File: src/rtl/uart_tx_scheduler.sv
// Byte scheduler in front of a uart_tx: CPU bytes are queued in a small FIFO,
// debug bytes bypass it, and the two sources share the transmitter round-robin.
//
// state   | meaning
// --------+----------------------------------------------------------------
// ST_IDLE | transmitter free; grant the next CPU or debug byte if one waits
// ST_WAIT | one byte handed to uart_tx; hold until its tx_done pulse
module uart_tx_scheduler #(
    parameter int FIFO_DEPTH = 8,
    parameter int ADDR_W     = 3
) (
    input  logic              clk,
    input  logic              rst,
    input  logic              cpu_req,
    input  logic [7:0]        cpu_byte,
    output logic              cpu_full,
    output logic              cpu_overflow,
    input  logic              dbg_req,
    input  logic [7:0]        dbg_byte,
    output logic              dbg_ack,
    output logic              tx_dv,
    output logic [7:0]        tx_byte,
    input  logic              tx_done,
    output logic              busy,
    output logic [ADDR_W:0]   fifo_count
);

    typedef enum logic {ST_IDLE, ST_WAIT} state_t;
    typedef enum logic {GNT_CPU, GNT_DBG} grant_t;

    localparam logic [ADDR_W:0] DEPTH_CNT = (ADDR_W + 1)'(FIFO_DEPTH);
    localparam logic [ADDR_W-1:0] PTR_ONE = ADDR_W'(1);
    localparam logic [ADDR_W:0] CNT_ONE   = (ADDR_W + 1)'(1);

    logic              req_q;
    logic              cpu_edge;
    logic              push;
    logic              drop;
    logic              pop;

    logic [7:0]        mem_q [FIFO_DEPTH];
    logic [ADDR_W-1:0] head_q, head_d;
    logic [ADDR_W-1:0] tail_q, tail_d;
    logic [ADDR_W:0]   count_q, count_d;
    logic              overflow_q, overflow_d;

    state_t            state_q;
    grant_t            last_grant_q;
    logic              tx_dv_q;
    logic              dbg_ack_q;
    logic [7:0]        tx_byte_q;

    logic              cpu_avail;
    logic              pick_cpu;
    logic              pick_dbg;

    assign cpu_edge = cpu_req & ~req_q;
    assign cpu_full = (count_q == DEPTH_CNT);
    assign push     = cpu_edge & ~cpu_full;
    assign drop     = cpu_edge & cpu_full;

    // On a tie the source that did not win last time gets the transmitter.
    assign cpu_avail = (count_q != '0);
    assign pick_cpu  = (state_q == ST_IDLE) && cpu_avail &&
                       (!dbg_req || (last_grant_q == GNT_DBG));
    assign pick_dbg  = (state_q == ST_IDLE) && dbg_req &&
                       (!cpu_avail || (last_grant_q == GNT_CPU));
    assign pop       = pick_cpu;

    always_comb begin
        head_d     = head_q;
        tail_d     = tail_q;
        count_d    = count_q;
        overflow_d = overflow_q | drop;
        if (push) begin
            tail_d = tail_q + PTR_ONE;
        end
        if (pop) begin
            head_d = head_q + PTR_ONE;
        end
        if (push && !pop) begin
            count_d = count_q + CNT_ONE;
        end else if (pop && !push) begin
            count_d = count_q - CNT_ONE;
        end
    end

    always_ff @(posedge clk or negedge rst) begin
        if (!rst) begin
            req_q      <= 1'b0;
            head_q     <= '0;
            tail_q     <= '0;
            count_q    <= '0;
            overflow_q <= 1'b0;
        end else begin
            req_q      <= cpu_req;
            head_q     <= head_d;
            tail_q     <= tail_d;
            count_q    <= count_d;
            overflow_q <= overflow_d;
        end
    end

    // Storage needs no reset: the pointers alone define what is valid.
    always_ff @(posedge clk) begin
        if (push) begin
            mem_q[tail_q] <= cpu_byte;
        end
    end

    always_ff @(posedge clk or negedge rst) begin
        if (!rst) begin
            state_q      <= ST_IDLE;
            last_grant_q <= GNT_DBG;
            tx_dv_q      <= 1'b0;
            dbg_ack_q    <= 1'b0;
            tx_byte_q    <= 8'h00;
        end else begin
            tx_dv_q   <= 1'b0;
            dbg_ack_q <= 1'b0;
            case (state_q)
                ST_IDLE: begin
                    if (pick_cpu) begin
                        tx_byte_q    <= mem_q[head_q];
                        tx_dv_q      <= 1'b1;
                        last_grant_q <= GNT_CPU;
                        state_q      <= ST_WAIT;
                    end else if (pick_dbg) begin
                        tx_byte_q    <= dbg_byte;
                        tx_dv_q      <= 1'b1;
                        dbg_ack_q    <= 1'b1;
                        last_grant_q <= GNT_DBG;
                        state_q      <= ST_WAIT;
                    end
                end
                ST_WAIT: begin
                    if (tx_done) begin
                        state_q <= ST_IDLE;
                    end
                end
                default: state_q <= ST_IDLE;
            endcase
        end
    end

    assign tx_dv        = tx_dv_q;
    assign tx_byte      = tx_byte_q;
    assign dbg_ack      = dbg_ack_q;
    assign busy         = (state_q != ST_IDLE);
    assign fifo_count   = count_q;
    assign cpu_overflow = overflow_q;

endmodule

File: config.mk
export PLATFORM = sky130hd
export DESIGN_NAME = uart_tx_scheduler
export DESIGN_NICKNAME = d
export VERILOG_FILES = /design/src/rtl/uart_tx_scheduler.sv
export SDC_FILE = /design/constraint.sdc
export NUM_CORES = 1
export LEC_CHECK = 0
export BUFFER_PORTS_ARGS = -buffer_cell sky130_fd_sc_hd__buf_2
export CORE_MARGIN = 4
export CORE_UTILIZATION = 40
export CTS_CLUSTER_SIZE = 30
export DETAILED_ROUTE_END_ITERATION = 10
export PLACE_DENSITY = 0.62
export SYNTH_ARGS = -nofsm -noshare
export SYNTH_HDL_FRONTEND = slang
export SYNTH_SLANG_ARGS = --single-unit
File: constraint.sdc
create_clock -name clk -period 4.8 [get_ports clk]
set_input_delay 0.48 -clock clk [delete_from_list [all_inputs] [get_ports clk]]
set_output_delay 0.48 -clock clk [all_outputs]
set_load 0.05 [all_outputs]
==> out/qor.txt <==
outcome -> finished clean
Post-synth EDFFs -> 64
largest family of logic cells by synthesized area -> multiplexers
hold-fix buffer count after cts -> 0
Ys Warns -> 0
Synth Register Bits -> 88
final cycle utilization of the critical path -> 60.1%
Syn Area/Cell -> 17.3 um^2
Starting Density -> 41.8%
Vias/cell -> 5.06
Leak Pwr -> 1.50 nW
setup TNS -> 0 ps
post-detailed-route count of antenna-violating nets -> 0
Post-synth top flop -> edfxtp_1
setup violators final -> 0
RSZ-0062 raised after global routing -> false
net count after synthesis -> 241
share of cells above drive strength 1 -> 35.8%
CP Data Required Time -> 5020 ps
GP Congestion -> 0.749
Ports -> 38
XOR/XNOR Fraction of Synth Area -> 1.42%
non-filler cells, final -> 368
largest net degree at the start of global routing -> 25
Critical-path top delay cell -> or4_4
Cells after DPL -> 352
post-synthesis sequential area ratio -> 68.2%
total wire length -> 6170 um
crit path launch type -> flip-flop
GRT Residual Overflow -> 0
first-pass iteration count of the detailed router -> 4
root buffer cell -> clkbuf_8
CP delay by family, top -> simple AND/OR/NAND/NOR gates
Compound-Gate Fraction of Synth Area -> 7.20%
peak per-stage delay on the critical path -> 590 ps
area of the core -> 8850 um^2
first-pass GRT wire length -> 10500 um
Peak supply drop -> 0.199 mV
post-layout min period -> 2880 ps
clock sink count -> 88
DR iter-0 viols -> 88
min-delay worst type -> in2async
num rows -> 34
Worst-Margin Slew -> 1190 ps
crit end category -> flip-flop
highest clock rate -> 0.347 GHz
Crit path buffers/inverters -> 2
antenna violations before repair -> 0
post-CTS sizing -> 0
Synth Instances -> 214
Post-Synth Adder-Cell Area -> 2.23%
Clk Latency, worst-skew pair -> 350 ps
critical path class -> reg2reg
Synth-to-Final Area Change -> 11.7%
Slew Limit Fails -> 0
DRC viols -> 0
vias -> 1861
total global-route track usage -> 12.6%
antenna cells -> 0
cell mode on critical path -> ha_1
Hold Violations, Final -> 0
# port buffers -> 37
clk buf depth -> 2
DP HPWL -> 4290 um
PD cells -> 624 nW/um^2
fin nets -> 282
Synth cell types -> 40
clock tree from TritonCTS -> done
vias in the first global route -> 1976
Clock Skew -> 7.40 ps
H-tree depth -> 3
clk slew on worst S/H paths -> 90 ps
Simple-Gate Fraction of Synth Area -> 7.57%
max_slew headroom -> 20.3%
Mapped Area -> 3700 um^2
height of the die -> 104 um
mux cell area share after synthesis -> 10.6%
CP Cell Sequence -> or4_4 -> and3_4 -> clkinv_4 -> ha_1 -> inv_1 -> ha_1 -> a21o_1 -> a2111oi_0 -> o31ai_1
die area -> 10900 um^2
Arr. time, crit path -> 3110 ps
wire length per cell -> 16.8 um
Max Cap Viol -> 0
Die X-Extent -> 104 um
Num CTS Buffers -> 9
Post-synth ARST share -> 27.3%
number of setup buffers added after CTS -> 0
largest fanout on the critical path -> 11
-- report_power, final --
group          switching [mW]  internal [mW]
clock                   0.269          0.194
sequential              0.137          0.962
combinational           0.623          0.396
total                    1.03           1.55
-- worst paths after layout --
check	startpoint	end	slack [ps]	cells after the start
max	fifo_count[2]$_DFFE_PN0P_	fifo_count[3]$_DFFE_PN0P_	1920	9
min	rst	tail_q[1]$_DFFE_PN0P_	110	1
max reg2reg	fifo_count[2]$_DFFE_PN0P_	fifo_count[3]$_DFFE_PN0P_	1920	9
min reg2reg	tx_byte[7]$_DFFE_PN0P_	tx_byte[7]$_DFFE_PN0P_	480	2
max in group asynchronous	rst	last_grant_q$_DFFE_PN1P_	4320	1
min in group clk	cpu_req	req_q$_DFF_PN0_	260	1
-- sequential cells by signal, summed over array words and instances (netlist names) --
register and cells:
tx_byte 8, tail_q 3, last_grant_q 1, mem_q 64, busy 1, head_q 3, tx_dv 1, dbg_ack 1
fifo_count 4, req_q 1, cpu_overflow 1
-- placed cells by master, fill, tap and decap left out, types with 2 or more instances in the layout --
master    Yosys  layout
edfxtp_1     64      64
buf_2         2      37
dfrtp_1      23      23
nand2_1      19      19
mux4_2       16      16
nor2_1       14      14
clkbuf_8      0       9
nor2b_1       8       8
a211oi_2      7       7
o31ai_2       7       7
nor3_1        5       5
xnor2_1       5       5
ha_1          5       5
inv_1         4       4
nand2b_1      4       4
clkinv_4      1       3
o21ai_0       2       2
a21o_1        2       2
o31ai_1       2       2
inv_6         0       2
buf_4         1       2
-- synth_stat cells, types with 2 or more instances --
master	count	area share, %
o31ai_1	2	0.41
a21o_1	2	0.41
buf_6	3	0.91
buf_2	2	0.27
nand2_1	19	1.9
nor3_1	5	0.68
nand2b_1	4	0.68
a211oi_2	7	2.4
xnor2_1	5	1.2
o31ai_2	7	2.4
nor2b_1	8	1.4
o21ai_0	2	0.27
edfxtp_1	64	52
mux4_2	16	9.7
inv_1	4	0.41
dfrtp_1	23	16
nor2_1	14	1.4
ha_1	5	1.7
-- routing by layer --
layer	wire [um]	global-route usage (%)	share of wire, %
met4	124	5.41	2.0
met3	286	4.22	4.6
met2	2780	18.9	45
met1	2980	16.9	48
met5	0	0	0
-- kinds of logic (layout without fill, tap and decap cells) --
group,Yosys count,count (layout)
xor gates and xnor gates,6,6
DFF,88,88
adders and majority gates,6,6
AOI/OAI and AO/OA,26,26
buffers and inverters,14,60
and+or+nand+nor,55,55
muxes,19,19
-- per-stage QoR --
step / cell area (um^2) / worst slack (ps) / power (mW) / util [%] / hold WS [ps]
after floorplan: 3700 / 1350 / 1.97 / - / 184
after global placement: 3960 / 1980 / 2.13 / 44.7 / 445
after CTS: 4140 / 1920 / 2.62 / 46.7 / 109
after global routing: 4140 / 1690 / 2.76 / 46.7 / 138
final: 4140 / 1920 / 2.58 / 46.7 / 106
after detailed placement: 3960 / 1930 / 2.16 / 44.7 / 460
-- layout make-up --
cell class / count / area (um^2)
Clock buffer: 9 / 124
Clock inverter: 7 / 55.1
Fill cell: 756 / 4710
Inverter: 5 / 23.8
Multi-Input combinational cell: 112 / 1070
Sequential cell: 88 / 2520
Tap cell: 108 / 135
Timing Repair Buffer: 39 / 200
Power figures use the tool's default switching activity.
